### src/rtl/i2c_arbiter_if.sv
// Bundle of requester-side and I2C-master-side signals for i2c_arbiter.
// The arbiter uses the master modport; a requester/I2C-master model uses slave.
interface i2c_arbiter_if;
    logic [1:0]  REQ;
    logic [1:0]  RNW;
    logic [13:0] ADDR;
    logic [31:0] WDATA;
    logic [1:0]  GNT;
    logic [1:0]  DONE;
    logic        ERR;
    logic [15:0] RDATA;
    logic        START_STB;
    logic [6:0]  I2C_ADDR;
    logic        I2C_RNW;
    logic [15:0] I2C_WDATA;
    logic        I2C_BUSY;
    logic [15:0] I2C_RD_DATA;

    modport master (
        input  REQ, RNW, ADDR, WDATA, I2C_BUSY, I2C_RD_DATA,
        output GNT, DONE, ERR, RDATA, START_STB, I2C_ADDR, I2C_RNW, I2C_WDATA
    );

    modport slave (
        output REQ, RNW, ADDR, WDATA, I2C_BUSY, I2C_RD_DATA,
        input  GNT, DONE, ERR, RDATA, START_STB, I2C_ADDR, I2C_RNW, I2C_WDATA
    );
endinterface

### src/rtl/i2c_arbiter.sv
// Two-requester round-robin arbiter in front of a single I2C master, with
// start-to-busy and start-to-idle timeouts reported through ERR on DONE.
module i2c_arbiter #(
    parameter int unsigned TIMEOUT_CYC   = 4096,
    parameter int unsigned BUSY_WAIT_CYC = 16
) (
    input logic           clk,
    input logic           RESET,
    i2c_arbiter_if.master bus
);
    localparam int unsigned CW = $clog2(TIMEOUT_CYC + 1);
    // Counter holds completed wait cycles, so the limit fires one below the budget.
    localparam logic [CW-1:0] BW_LIM = CW'(BUSY_WAIT_CYC - 1);
    localparam logic [CW-1:0] TO_LIM = CW'(TIMEOUT_CYC - 1);

    typedef enum logic [2:0] {
        IDLE, GRANT, START, WAIT_BUSY, WAIT_IDLE, FINISH
    } state_t;

    state_t          r_state, w_next;
    logic            r_sel, r_last, r_err, r_rnw;
    logic [CW-1:0]   r_cnt;
    logic [15:0]     r_rdata, r_wdata;
    logic [6:0]      r_addr;
    logic            w_sel, w_set_err, w_capture, w_stb;
    logic [1:0]      w_gnt, w_done;

    always_comb begin
        w_next    = r_state;
        w_set_err = 1'b0;
        w_capture = 1'b0;
        w_gnt     = '0;
        w_done    = '0;
        w_stb     = 1'b0;
        if (bus.REQ == 2'b01)      w_sel = 1'b0;
        else if (bus.REQ == 2'b10) w_sel = 1'b1;
        else                       w_sel = ~r_last;
        case (r_state)
            IDLE:      if (bus.REQ != 2'b00) w_next = GRANT;
            GRANT: begin
                w_gnt  = r_sel ? 2'b10 : 2'b01;
                w_next = START;
            end
            START: begin
                w_stb  = 1'b1;
                w_next = WAIT_BUSY;
            end
            WAIT_BUSY: begin
                if (bus.I2C_BUSY) begin
                    w_next = WAIT_IDLE;
                end else if (r_cnt >= BW_LIM) begin
                    w_next    = FINISH;
                    w_set_err = 1'b1;
                end
            end
            // BUSY low wins over a coincident timeout.
            WAIT_IDLE: begin
                if (!bus.I2C_BUSY) begin
                    w_next    = FINISH;
                    w_capture = 1'b1;
                end else if (r_cnt >= TO_LIM) begin
                    w_next    = FINISH;
                    w_set_err = 1'b1;
                end
            end
            FINISH: begin
                w_done = r_sel ? 2'b10 : 2'b01;
                w_next = IDLE;
            end
            default:   w_next = IDLE;
        endcase
    end

    always_ff @(posedge clk) begin
        if (RESET) begin
            r_state <= IDLE;
            r_sel   <= 1'b0;
            r_last  <= 1'b1;
            r_err   <= 1'b0;
            r_cnt   <= '0;
            r_rdata <= '0;
            r_addr  <= '0;
            r_rnw   <= 1'b0;
            r_wdata <= '0;
        end else begin
            r_state <= w_next;
            if (r_state == IDLE && w_next == GRANT) begin
                r_sel   <= w_sel;
                r_addr  <= w_sel ? bus.ADDR[13:7]   : bus.ADDR[6:0];
                r_rnw   <= bus.RNW[w_sel];
                r_wdata <= w_sel ? bus.WDATA[31:16] : bus.WDATA[15:0];
            end
            if (r_state == START) begin
                r_cnt   <= '0;
                r_err   <= 1'b0;
                r_rdata <= '0;
            end else if ((r_state == WAIT_BUSY || r_state == WAIT_IDLE) && r_cnt != '1) begin
                r_cnt <= r_cnt + 1'b1;
            end
            if (w_set_err) r_err <= 1'b1;
            if (w_capture) r_rdata <= r_rnw ? bus.I2C_RD_DATA : '0;
            if (r_state == FINISH) r_last <= r_sel;
        end
    end

    assign bus.GNT       = w_gnt;
    assign bus.DONE      = w_done;
    assign bus.START_STB = w_stb;
    assign bus.ERR       = r_err;
    assign bus.RDATA     = r_rdata;
    assign bus.I2C_ADDR  = r_addr;
    assign bus.I2C_RNW   = r_rnw;
    assign bus.I2C_WDATA = r_wdata;
endmodule
### src/flat_wrapper.sv
// flat-port wrapper written by rule: the top's interface ports become plain ports
module i2c_arbiter_flat 
#(
    parameter int unsigned TIMEOUT_CYC   = 4096,
    parameter int unsigned BUSY_WAIT_CYC = 16
)
  (clk, RESET, bus_REQ, bus_RNW, bus_ADDR, bus_WDATA, bus_I2C_BUSY, bus_I2C_RD_DATA, bus_GNT, bus_DONE, bus_ERR, bus_RDATA, bus_START_STB, bus_I2C_ADDR, bus_I2C_RNW, bus_I2C_WDATA);
  i2c_arbiter_if bus_i ();
  input logic clk;
  input logic RESET;
  input wire logic [$bits(bus_i.REQ)-1:0] bus_REQ;
  input wire logic [$bits(bus_i.RNW)-1:0] bus_RNW;
  input wire logic [$bits(bus_i.ADDR)-1:0] bus_ADDR;
  input wire logic [$bits(bus_i.WDATA)-1:0] bus_WDATA;
  input wire logic [$bits(bus_i.I2C_BUSY)-1:0] bus_I2C_BUSY;
  input wire logic [$bits(bus_i.I2C_RD_DATA)-1:0] bus_I2C_RD_DATA;
  output wire logic [$bits(bus_i.GNT)-1:0] bus_GNT;
  output wire logic [$bits(bus_i.DONE)-1:0] bus_DONE;
  output wire logic [$bits(bus_i.ERR)-1:0] bus_ERR;
  output wire logic [$bits(bus_i.RDATA)-1:0] bus_RDATA;
  output wire logic [$bits(bus_i.START_STB)-1:0] bus_START_STB;
  output wire logic [$bits(bus_i.I2C_ADDR)-1:0] bus_I2C_ADDR;
  output wire logic [$bits(bus_i.I2C_RNW)-1:0] bus_I2C_RNW;
  output wire logic [$bits(bus_i.I2C_WDATA)-1:0] bus_I2C_WDATA;
  assign bus_i.REQ = bus_REQ;
  assign bus_i.RNW = bus_RNW;
  assign bus_i.ADDR = bus_ADDR;
  assign bus_i.WDATA = bus_WDATA;
  assign bus_i.I2C_BUSY = bus_I2C_BUSY;
  assign bus_i.I2C_RD_DATA = bus_I2C_RD_DATA;
  assign bus_GNT = bus_i.GNT;
  assign bus_DONE = bus_i.DONE;
  assign bus_ERR = bus_i.ERR;
  assign bus_RDATA = bus_i.RDATA;
  assign bus_START_STB = bus_i.START_STB;
  assign bus_I2C_ADDR = bus_i.I2C_ADDR;
  assign bus_I2C_RNW = bus_i.I2C_RNW;
  assign bus_I2C_WDATA = bus_i.I2C_WDATA;
  i2c_arbiter #(.TIMEOUT_CYC(TIMEOUT_CYC), .BUSY_WAIT_CYC(BUSY_WAIT_CYC)) u_core (.clk(clk), .RESET(RESET), .bus(bus_i));
endmodule
### config.mk
export PLATFORM = sky130hd
export DESIGN_NAME = i2c_arbiter_flat
export DESIGN_NICKNAME = d
export VERILOG_FILES = /design/src/rtl/i2c_arbiter_if.sv /design/src/rtl/i2c_arbiter.sv /design/src/flat_wrapper.sv
export SDC_FILE = /design/constraint.sdc
export NUM_CORES = 1
export LEC_CHECK = 0
export CORE_ASPECT_RATIO = 0.9
export CORE_MARGIN = 4
export CORE_UTILIZATION = 67
export DETAILED_ROUTE_END_ITERATION = 10
export DONT_BUFFER_PORTS = 1
export HOLD_SLACK_MARGIN = 0.12
export PLACE_DENSITY = 0.83
export SETUP_SLACK_MARGIN = 0.1
export SYNTH_ARGS = -nofsm -noshare
export SYNTH_HDL_FRONTEND = slang
export SYNTH_SLANG_ARGS = --single-unit
### constraint.sdc
create_clock -name clk -period 4.2 [get_ports clk]
set_input_delay 1.05 -clock clk [delete_from_list [all_inputs] [get_ports clk]]
set_output_delay 1.05 -clock clk [all_outputs]
set_load 0.1 [all_outputs]
# Word level (Yosys, flattened, before mapping)
# Cells that the tools add are included.
# word_totals
inputBits,69
output_inout_bits,46
register_bits,59
# op_classes
reduce_logical,8
order_cmp,3
addsub,1
eq_ne,9
bitwise,1
n_mux,28
# ops
operator,count
16-bit two-way mux,4
3-bit two-way mux,5
3-bit case mux with 5 select lines,1
"13-bit by 1-bit adder with 13-bit output, second input constant",1
"13-bit by 12-bit greater-or-equal comparator with 1-bit output, second input constant",1
"13-bit by 4-bit greater-or-equal comparator with 1-bit output, second input constant",1
1-bit two-way mux,13
"13-bit inequality test, second input constant",1
7-bit two-way mux,1
"3-bit by 1-bit == test with 1-bit output, second input constant",2
"3-bit by 2-bit == test with 1-bit output, second input constant",2
"3-bit == test, second input constant",2
2-bit two-way mux,3
2-bit nonzero test,3
3-bit zero test,1
"2-bit by 1-bit == test with 1-bit output, second input constant",1
"2-bit == test, second input constant",1
1-bit logical AND,2
"1-bit by 2-bit less-than comparator with 1-bit output, second input constant",1
1-bit case mux with 2 select lines,1
2-bit OR reduction,1
1-bit logical OR,1
1-bit NOT,1

# Depth between registers and ports, before layout
# Gate-level depths: netlist of the first run.
# depth
word_depth,6
depth_mapped,6
mapped_depth_nobuf,5

# Worst setup path after synthesis of the first run
# OpenSTA, ideal clock, no wires.
# synth_path
kind,flip-flop to output port
startpoint,register u_core.r_state[0]
endpoint,output bus_START_STB
arrival_ns,2.736
path_stages_with_launch,2
path_slack_ns,0.414
cell_sequence,dfxtp_1 > nor3b_1
# synth_between
elab_chain_len,2
# synth_lines
item,line_no,source
"start, declared",i2c_arbiter.sv:20,"state_t r_state, w_next;"
"start signal, assigned",i2c_arbiter.sv:86,r_state <= w_next;
3-bit by 2-bit == test with 1-bit output,i2c_arbiter.sv:38,case (r_state)
1-bit two-way mux,i2c_arbiter.sv:38,
"end, declared",flat_wrapper.sv:21,output wire logic [$bits(bus_i.START_STB)-1:0] bus_START_STB;
# Every way passes these cells.

# Worst setup path in the final report of the first run
# layout_path
startpoint,register u_core.r_state[2]
endpoint,output bus_DONE[1]
# layout_between
elab_chain_len,2
# layout_lines
item,line_no,source
3-bit == test,i2c_arbiter.sv:38,
2-bit two-way mux,i2c_arbiter.sv:38,
"end, declared",flat_wrapper.sv:18,output wire logic [$bits(bus_i.DONE)-1:0] bus_DONE;
# Every way passes these cells.

==> impl_results.md, run 1 <==
- Outcome: complete, no violations
- Commonest non-fill, non-tap cell in the layout: dfxtp_1
- Antenna-violating nets left: 0
- Adder-cell share of the synthesized area: 0.807%
- # DRC: 0
- Fin Setup TNS: 0 ns
- 1st-iter DRT viols: 71
- CTS Hold Buffers Added: 0
- Initial antenna violation count: 0
- Syn. warnings: 0
- Top-area cell type share of the netlist area: 42.3%
- Clk root buf: clkbuf_8
- Crit path max fanout: 13
- Final Hold Vio Count: 0
- Post-synth ARST share: 0%
- EDFF count, synth: 0
- Num CTS Buffers: 9
- Final setup viols: 0
- CP arrival: 2.01 ns
- Synth Instances: 295
- Vias: 2,222
- Tightest Pin Transition: 1.06 ns
- CP max stage cell: and3_1
- Register bit total from synthesis: 59
- Routability cong.: 0.926
- Mapped Avg Cell Area: 9.46 um^2
- Nets: 362
- Cell breakdown of the critical path: nor2b_1, and3_1
- Layout cells sized above 1: 15.9%
- Mux cell area share after synthesis: 9.33%
- Synthesized cell area: 0.00279 mm^2
- Startpoint types: flip-flop
- Required time worst endpoint: 3.15 ns
- Largest family of logic cells by synthesized area: simple AND/OR/NAND/NOR gates
- Post-synthesis xor/xnor area fraction: 0%
- Fin. max-slew vios: 0
- Post-CTS sizing: 0
- Antenna diode count: 0
- DP HPWL: 4420 um
- Compound-Gate Fraction of Synth Area: 20.8%
- CTS Sinks: 59
- Die area: 0.00526 mm^2
- Post-layout min period: 3.06 ns
- Critical Path End Type: output pin
- First-pass GRT wire length: 9690 um
- Area delta synth->final: 6.23%
- CTS HTree Levels: 3
- Max-Cap Viols: 0
- Period utilisation layout: 72.8%
- Port Buffer Count: 0
- Leak: 1.15 nW
- Die H: 69.2 um
- Clk pin slew, worst setup/hold paths: 0.06 ns
- Starting Density: 72.2%
- Most common flop cell mapped by yosys: dfxtp_1
- Vias in the first global route: 2,025
- Global-route usage over all layers: 22.5%
- Syn Nets: 365
- Peak Freq: 327 MHz
- Ports: 115
- Relative slew slack: 29.3%
- Area leader, netlist: dfxtp_1
- Simple-Gate Fraction of Synth Area: 22.5%
- Crit Path Category: flip-flop to output pin
- Commonest non-fill, non-tap cells in the layout: dfxtp_1 (59), nor2_1 (38), mux2i_1 (26)
- Core area: 0.00386 mm^2
- Postcts setup bufs: 0
- Worst vdd ir: 0.000394 V
- Max incr delay on CP: 0.87 ns
- Pwr dens: 578 mW/mm^2
- Finished Core Util: 76.7%
- Post-DR wirelength/cell: 17.6 um
- Routed wire length: 6010 um
- HP Class: flip-flop to flip-flop
- Ranking of synthesized cells by area: dfxtp_1 (42%), mux2i_1 (9.3%), a211oi_1 (6.7%), nor2_1 (5.4%), a22oi_2 (4.5%)
- Width of the die: 76.0 um
- CTS tree: built
- Vias per std cell: 6.50
- Number of core rows: 21
- RSZ-0062 raised after global routing: false
- Grt ovf: 0
- Worst Skew: 0.00537 ns
- Drt first pass iters: 4
- Clock Latency Late Sink: 0.32 ns
- Largest net degree at the start of global routing: 53
- Share of the yosys chip area belonging to registers: 42.3%
- Clock buffer depth: 2
- Post-synth cell types: 48
==> cell families (layout without fill, tap and decap cells) <==
group           count (synthesis)  in the layout
simple gates                  111            111
fa+ha+maj                       2              2
compound gates                 76             76
flops                          59             59
mux                            26             26
buf+inv                        21             22
==> path summary, 6_finish.rpt <==
check | startpoint | to | slack [ns] | cells past startpoint
worst max-delay path | u_core.r_state[2] | bus_DONE[1] | 1.14 | 2
worst min-delay path | u_core.r_last | u_core.r_last | 0.50 | 1
worst max register to register | u_core.bus.I2C_RNW | u_core.bus.RDATA[2] | 1.95 | 3
worst min register to register | u_core.r_last | u_core.r_last | 0.50 | 1
==> worst max-delay path, delay by kind of cell, from the launching register on <==
family	cells	cell delay [ns]
and+or+nand+nor	2	1.09
DFF	1	0.58
==> layout make-up <==
| cell class | instances | area [um^2] |
|---|---|---|
| clock buffer | 12 | 145 |
| clock inverter | 3 | 15.0 |
| fill | 289 | 898 |
| inverter | 2 | 7.51 |
| multi-input combinational | 215 | 1500 |
| sequential | 59 | 1180 |
| tap | 46 | 57.6 |
| timing repair buffer | 5 | 57.6 |
==> state kept, by name, indices dropped and copies added, names as in the netlist <==
| signal | cells |
|---|---|
| u_core.bus.I2C_WDATA | 16 |
| u_core.bus.ERR | 1 |
| u_core.r_state | 3 |
| u_core.r_sel | 1 |
| u_core.r_last | 1 |
| u_core.r_cnt | 13 |
| u_core.bus.I2C_ADDR | 7 |
| u_core.bus.RDATA | 16 |
| u_core.bus.I2C_RNW | 1 |
==> power breakdown <==
part / internal (W) / switching [W] / total (W)
clock network: 0.000224 / 0.000198 / 0.000422
logic: 0.0000928 / 0.000158 / 0.000250
registers: 0.000618 / 0.000422 / 0.00104
total: 0.000935 / 0.000778 / 0.00171
==> synthesized netlist by cell type, types with 2 or more instances <==
master and count:
buf_6 2, nor4_4 2, dfxtp_1 59, nand4_1 3, nor3_1 4, a22oi_1 6
nor3b_1 2, buf_2 6, a211oi_1 25, and4_1 2, o21a_1 2, a22oi_2 10
and3_1 3, mux2i_1 26, o21ai_0 6, or4_1 8, nand2_1 13, nor4_1 3
or3_1 5, nand3_1 7, o31ai_1 6, clkbuf_1 8, nor2_1 40, inv_1 2
a21oi_1 10, o211ai_1 4, nor2_2 10
==> metal layers <==
layer  wire (um)  global-route usage [%]  part of all wire, %  vias up
met2        2900                    36.5                   48      107
met1        2420                    26.1                   40      991
met3         580                    8.83                  9.7       13
li1            -                       -                    -     1111
met5           0                       0                    0        -
met4         102                    9.88                  1.7        0
==> per-stage QoR <==
stage / worst slack [ns] / power, W / instance area [um^2] / hold slack (ns) / cells
finish: 1.14 / 0.00171 / 2960 / 0.503 / 342
floorplan: 0.414 / 0.00126 / 2790 / 0.440 / 295
global route: 1.04 / 0.00179 / 2960 / 0.517 / 342
global placement: 1.55 / 0.00129 / 2800 / 0.495 / 327
CTS: 1.13 / 0.00173 / 2960 / 0.500 / 342
detailed placement: 1.51 / 0.00130 / 2800 / 0.487 / 327
Note: power is estimated with default switching activity, not from simulation.
==> run 2: changes to the inputs <==
--- a/config.mk
+++ b/config.mk
@@ -7,11 +7,11 @@
 export LEC_CHECK = 0
 export CORE_ASPECT_RATIO = 0.9
 export CORE_MARGIN = 4
-export CORE_UTILIZATION = 67
+export CORE_UTILIZATION = 56
 export DETAILED_ROUTE_END_ITERATION = 10
 export DONT_BUFFER_PORTS = 1
 export HOLD_SLACK_MARGIN = 0.12
-export PLACE_DENSITY = 0.83
+export PLACE_DENSITY = 0.74
 export SETUP_SLACK_MARGIN = 0.1
 export SYNTH_ARGS = -nofsm -noshare
 export SYNTH_HDL_FRONTEND = slang
==> constraint.sdc (replaced) <==
create_clock -name clk -period 2.67 [get_ports clk]
set_input_delay 0.6675 -clock clk [delete_from_list [all_inputs] [get_ports clk]]
set_output_delay 0.6675 -clock clk [all_outputs]
set_load 0.1 [all_outputs]
==> run 2 against run 1 <==
Sequential share of layout area decreased by 4.4 points. Critical path depth increased by 2. Power increased by 68%. Final area increased by 12%. Clock skew about the same. Flip-flop and latch count unchanged. Sequential power about the same. Clock power increased by 75%. Register-to-register slack got worse by 1.2 ns. Combinational power increased to 4.4 times the previous value. Global-route usage decreased by 1.8 points.
==> impl_results.md, run 2 (same netlist as run 1, synthesis figures left out) <==
- Commonest non-fill, non-tap cell in the layout: dfxtp_1
- Starting Density: 57.7% (-15 points)
- CP max stage cell: dfxtp_1
- CP bufs+invs: 1 (+1)
- Core area: 0.00483 mm^2 (+25%)
- Clock buffer depth: 2 (unchanged)
- Leak: 1.39 nW (+21%)
- # DRC: 0 (unchanged)
- Nets: 407 (+12%)
- Antenna-violating nets left: 0 (unchanged)
- Tightest Pin Transition: 0.601 ns (-0.458 ns)
- Min-Delay Endpoint: u_core.bus.RDATA[2]
- Clock Latency Late Sink: 0.34 ns (+0.02 ns)
- Grt ovf: 0 (unchanged)
- Layout cells sized above 1: 27.3% (+11 points)
- Outcome: complete, no violations
- RR Startpoint: u_core.r_state[0]
- Relative slew slack: 59.9% (+31 points)
- Port Buffer Count: 0 (unchanged)
- DP HPWL: 4640 um (+5.0%)
- Vias per std cell: 5.91 (-9.0%)
- Global-route usage over all layers: 20.7% (-1.8 points)
- 1st-iter DRT viols: 154 (+120%)
- Delay-heaviest family, CP: flip-flops
- First-pass GRT wire length: 9690 um (about the same)
- Max-Cap Viols: 0 (unchanged)
- P_sw: 0.00127 W (+63%)
- R2R Setup Slk: 0.74 ns (-1.21 ns)
- Antenna diode count: 0 (unchanged)
- Crit Path Category: flip-flop to output pin
- Seq pwr share: 35.8% (-25 points)
- CTS Sinks: 59 (unchanged)
- Critical Path End Type: output pin
- Fin Setup TNS: 0 ns (unchanged)
- Drt first pass iters: 4 (unchanged)
- CTS HTree Levels: 3 (unchanged)
- Post-layout min period: 2.38 ns
- CTS Hold Buffers Added: 0 (unchanged)
- Crit path max fanout: 13 (unchanged)
- Dpl cells: 391 (+20%)
- Width of the die: 82.4 um (+8.4%)
- Clk pwr share: 25.6% (+1.0 points)
- Worst vdd ir: 0.000610 V (+55%)
- Worst Hold Depth: 1 (unchanged)
- Postcts setup bufs: 0 (unchanged)
- Internal Power: 0.00161 W (+73%)
- Num CTS Buffers: 9 (unchanged)
- HP Class: input pin to flip-flop
- Routed wire length: 6340 um (+5.6%)
- Max incr delay on CP: 0.60 ns (-0.27 ns)
- Hold Startpoint: RESET
- Fraction of power consumed by combinational cells: 38.6% (+24 points)
- Area delta synth->final: 19.4%
- Die area: 0.00618 mm^2 (+17%)
- Worst Skew: 0.00494 ns (-0.000431 ns)
- Final Hold Vio Count: 0 (unchanged)
- Number of core rows: 24 (+14%)
- RSZ-0062 raised after global routing: false
- Cell breakdown of the critical path: nor2b_1, nand2_1, nor2_2, buf_4
- CTS tree: built
- Peak Freq: 421 MHz
- Vias: 2,400 (+8.0%)
- Finished Core Util: 68.9% (-7.8 points)
- Reg2reg end: u_core.r_cnt[10]
- Clk root buf: clkbuf_8
- CP arrival: 1.71 ns (-0.30 ns)
- Largest net degree at the start of global routing: 52 (-1.9%)
- Clk pin slew, worst setup/hold paths: 0.06 ns (about the same)
- Post-DR wirelength/cell: 15.6 um (-11%)
- Commonest non-fill, non-tap cells in the layout: dfxtp_1 (59), buf_4 (50), nor2_1 (38)
- Initial antenna violation count: 0 (unchanged)
- Routability cong.: 0.909 (-1.8%)
- Pwr dens: 865 mW/mm^2 (+50%)
- Non-filler cells, final: 406 (+19%)
- Switching Fraction: 44.0% (-1.5 points)
- Die H: 75.0 um (+8.3%)
- Worst hold margin: 0.396 ns (-0.107 ns)
- Fin. max-slew vios: 0 (unchanged)
- Final setup viols: 0 (unchanged)
- Ports: 115 (unchanged)
- R2R depth: 4 (+1)
- Post-CTS sizing: 0 (unchanged)
- Startpoint types: flip-flop
- Required time worst endpoint: 2.00 ns (-1.15 ns)
- Period utilisation layout: 89.0%
- Vias in the first global route: 2,114 (+4.4%)
run 2: changes by cell type in the layout (fill, tap and decap cells not counted), sizes merged:
cell    before  now
clkbuf      12   13
buf          5   50
clkinv       3    2
run 2: routing by layer:
metal | share of wire [%] | vias to the layer above | global-route usage [%]
met2 | 48 | 104 | 33.8
met5 | 0 | - | 0
met4 | 1.1 | 0 | 6.46
li1 | - | 1193 | -
met1 | 40 | 1095 | 24.4
met3 | 11 | 8 | 9.57
run 2: worst max path at each step:
stage	startpoint	end	slack, ns	depth (start not counted)
after floorplan	u_core.r_state[0]	bus_START_STB	0.33	1
after global placement	u_core.r_state[2]	bus_DONE[0]	0.73	4
after detailed placement	u_core.r_state[2]	bus_DONE[0]	0.69	4
after CTS	u_core.r_state[2]	bus_DONE[0]	0.29	4
after global routing	u_core.r_state[2]	bus_DONE[0]	0.17	4
final	u_core.r_state[2]	bus_DONE[0]	0.29	4
run 2: power by group through the flow:
stage,logic [W],registers [W],clock network (W)
5_1_grt,0.00117,0.00104,0.000779
2_1_floorplan,0.000369,0.00161,0
6_report,0.00111,0.00103,0.000737
3_5_place_dp,0.00111,0.00105,0
3_3_place_gp,0.00110,0.00105,0
4_1_cts,0.00112,0.00103,0.000747
run 2: stage by stage:
stage	setup slack [ns]	area (um^2)	total power [W]
after floorplan	0.333	2800	0.00198
after global placement	0.728	3150	0.00215
after detailed placement	0.694	3150	0.00217
after CTS	0.290	3330	0.00290
after global routing	0.171	3330	0.00299
final	0.294	3330	0.00288
run 2: area by class of cell:
| cell class | count | area (um^2) |
|---|---|---|
| clock buffers | 13 | 169 |
| repair buffers | 50 | 375 |
| multi-input cells | 215 | 1510 |
| clock inverters | 2 | 10.0 |
| well taps | 65 | 81.3 |
| inverters | 2 | 7.51 |
| flip-flops and latches | 59 | 1180 |
| fillers | 385 | 1500 |
==> run 3: changes to the inputs <==
--- a/config.mk
+++ b/config.mk
@@ -5,13 +5,14 @@
 export SDC_FILE = /design/constraint.sdc
 export NUM_CORES = 1
 export LEC_CHECK = 0
+export ABC_AREA = 1
 export CORE_ASPECT_RATIO = 0.9
 export CORE_MARGIN = 4
-export CORE_UTILIZATION = 56
+export CORE_UTILIZATION = 57
 export DETAILED_ROUTE_END_ITERATION = 10
 export DONT_BUFFER_PORTS = 1
 export HOLD_SLACK_MARGIN = 0.12
-export PLACE_DENSITY = 0.74
+export PLACE_DENSITY = 0.75
 export SETUP_SLACK_MARGIN = 0.1
 export SYNTH_ARGS = -nofsm -noshare
 export SYNTH_HDL_FRONTEND = slang
==> run 3 against run 2 <==
Clock skew rose by 0.0064 ns. Cell count increased by 47%. Synthesized cell count rose by 64%. Utilization is 0.87 points higher. Worst hold slack better by 0.0042 ns. Flip-flop and latch count unchanged. Maximum frequency grew 6.5%. Clock power increased by 6.2%.
==> impl_results.md, run 3 <==
- Mapped Avg Cell Area: 6.41 um^2 (-32%)
- HP Class: input pin to flip-flop
- Vias: 2,932 (+22%)
- Routed wire length: 6940 um (+9.4%)
- Layout cells sized above 1: 15.5% (-12 points)
- Peak Freq: 448 MHz (+6.5%)
- Clk pwr share: 26.5% (+0.9 points)
- Post-CTS sizing: 0 (unchanged)
- Initial antenna violation count: 0 (unchanged)
- Grt ovf: 0 (unchanged)
- 1st-iter DRT viols: 179 (+16%)
- Fin Setup TNS: 0 ns (unchanged)
- Non-filler cells, final: 595 (+47%)
- Routability cong.: 0.889 (-2.2%)
- Max-Cap Viols: 0 (unchanged)
- Post-synth cell types: 29 (-40%)
- Worst vdd ir: 0.000619 V (+1.5%)
- Syn. warnings: 0 (unchanged)
- Final Hold Vio Count: 0 (unchanged)
- Switching Fraction: 44.8% (+0.80 points)
- Critical Path End Type: output pin
- Crit Path Category: flip-flop to output pin
- Clock Latency Late Sink: 0.34 ns (about the same)
- Share of the yosys chip area belonging to registers: 38.0% (-4.4 points)
- # DRC: 0 (unchanged)
- Port Buffer Count: 0 (unchanged)
- CTS HTree Levels: 3 (unchanged)
- Setup Slack @ Placement: 0.796 ns (+0.102 ns)
- Startpoint types: flip-flop
- Nets: 593 (+46%)
- Commonest non-fill, non-tap cell in the layout: inv_1
- Antenna-violating nets left: 0 (unchanged)
- Die H: 78.1 um (+4.2%)
- Post-layout min period: 2.23 ns (-0.145 ns)
- Number of core rows: 25 (+4.2%)
- Area leader, netlist: dfxtp_1
- Clk root buf: clkbuf_8
- Clk pin slew, worst setup/hold paths: 0.06 ns (about the same)
- Commonest non-fill, non-tap cells in the layout: inv_1 (138), nand2_1 (73), dfxtp_1 (59)
- # fillers: 459 (+19%)
- Multi-input logic area: 0.00132 mm^2 (-13%)
- Largest net degree at the start of global routing: 52 (unchanged)
- Register area: 0.00118 mm^2 (unchanged)
- Crit path max fanout: 6 (-7)
- Period utilisation layout: 83.6% (-5.4 points)
- Antenna diode count: 0 (unchanged)
- Post-synth ARST share: 0% (unchanged)
- Seq pwr share: 34.5% (-1.3 points)
- Fraction of power consumed by combinational cells: 39.0% (+0.4 points)
- Global Route met1 Usage: 25.3% (+0.94 points)
- Tightest Pin Transition: 0.452 ns (-0.148 ns)
- Global-route usage over all layers: 21.6% (+0.81 points)
- Vias per std cell: 4.93 (-17%)
- Met2 usage: 35.9% (+2.1 points)
- Clock buffer depth: 2 (unchanged)
- Met3 usage: 6.51% (-3.1 points)
- CTS Sinks: 59 (unchanged)
- CTS Hold Buffers Added: 0 (unchanged)
- RSZ-0062 raised after global routing: false
- Synthesized cell area: 0.00311 mm^2 (+11%)
- Most common flop cell mapped by yosys: dfxtp_1
- First-pass GRT wire length: 11,800 um (+21%)
- Worst hold margin: 0.400 ns (+0.00415 ns)
- Internal Power: 0.00163 W (+1.1%)
- Ranking of synthesized cells by area: dfxtp_1 (38%), inv_1 (17%), nand2_1 (8.8%), o21ai_0 (7.4%), a21oi_1 (6.4%)
- Leak: 1.78 nW (+28%)
- Post-synth top cells: inv_1 (138), nand2_1 (73), dfxtp_1 (59)
- Relative slew slack: 69.8% (+9.9 points)
- Width of the die: 85.9 um (+4.2%)
- CP arrival: 1.56 ns (-0.15 ns)
- Busiest grt layer: met2
- Worst setup margin: 0.438 ns (+0.145 ns)
- Register bit total from synthesis: 59 (unchanged)
- CTS tree: built
- Final setup viols: 0 (unchanged)
- Num CTS Buffers: 9 (unchanged)
- Most common cell in the netlist: inv_1
- Top-area cell type share of the netlist area: 38.0% (-4.4 points)
- DP HPWL: 5180 um (+12%)
- Required time worst endpoint: 2.00 ns (about the same)
- P_sw: 0.00132 W (+4.4%)
- Drt first pass iters: 4 (unchanged)
- Core area: 0.00526 mm^2 (+8.7%)
- Outcome: complete, no violations
- Worst Skew: 0.0113 ns (+0.00636 ns)
- EDFF count, synth: 0 (unchanged)
- Pwr dens: 806 mW/mm^2 (-6.9%)
- Post-DR wirelength/cell: 11.7 um (-25%)
- Die area: 0.00670 mm^2 (+8.5%)
- Dpl cells: 579 (+48%)
- Fin. max-slew vios: 0 (unchanged)
- Postcts setup bufs: 0 (unchanged)
- Vias in the first global route: 2,733 (+29%)
- Ports: 115 (unchanged)
- Syn Nets: 555 (+52%)
- Area delta synth->final: 17.9%
- Synth Instances: 485 (+64%)
- Starting Density: 59.2% (+1.5 points)
run 3: cell count changes in the layout (fill, tap and decap cells not counted), moves of 25 or more:
cell / before / now
mux2i_1: 26 / 0
inv_1: 2 / 138
nand2_1: 13 / 73
o21ai_0: 6 / 46
a211oi_1: 25 / 0
a21oi_1: 10 / 40
run 3: cell families (layout without fill, tap and decap cells):
group | Yosys count | in the layout | share of synthesized area [%]
AOI/OAI and AO/OA | 114 | 114 | 19.7
and+or+nand+nor | 142 | 142 | 19.5
buffers and inverters | 162 | 205 | 20.4
adders and majority gates | 1 | 1 | 0.402
xor gates and xnor gates | 7 | 7 | 1.97
DFF | 59 | 59 | 38.0
run 3: layout make-up:
class | instances | area share [%]
clock inverter | 6 | 1.81
sequential | 59 | 32.2
timing repair buffer | 48 | 9.83
inverter | 141 | 14.4
tap | 67 | 2.29
clock buffer | 10 | 3.48
multi-input combinational | 264 | 35.9
run 3: critical path, stage by stage (launching register included):
cell and delay (ns):
dfxtp_1 0.42, inv_2 0.12, nor3_1 0.20, inv_1 0.12, nor2_2 0.09, buf_4 0.29
run 3: worst paths after layout:
check,from,to,slack [ns],cells after the start
max,u_core.r_state[2],bus_DONE[1],0.44,5
min,RESET,u_core.bus.RDATA[7],0.40,1
max reg2reg,u_core.r_cnt[0],u_core.r_cnt[6],0.93,8
min reg2reg,u_core.r_cnt[3],u_core.r_cnt[3],0.50,2
run 3: power groups by stage:
stage | Sequential (W) | Clock, W | Combinational (W)
after floorplan | 0.00161 | 0 | 0.000381
after global placement | 0.00103 | 0 | 0.00114
after detailed placement | 0.00104 | 0 | 0.00116
after CTS | 0.00102 | 0.000806 | 0.00116
after global routing | 0.00103 | 0.000851 | 0.00122
final | 0.00102 | 0.000783 | 0.00115
run 3: routing by layer:
layer  vias to the layer above  part of all wire, %
met5                         -                    0
met4                         0                  2.3
met3                        16                  7.9
met2                       118                   47
met1                      1255                   43
li1                       1543                    -
run 3: stage by stage:
stage               instance area (um^2)  power (W)  util (%)
finish                              3670    0.00295      69.8
detailed placement                  3470    0.00219      66.1
floorplan                           3110    0.00199         -
global placement                    3470    0.00217      66.1
global route                        3670    0.00310      69.8
CTS                                 3670    0.00298      69.8
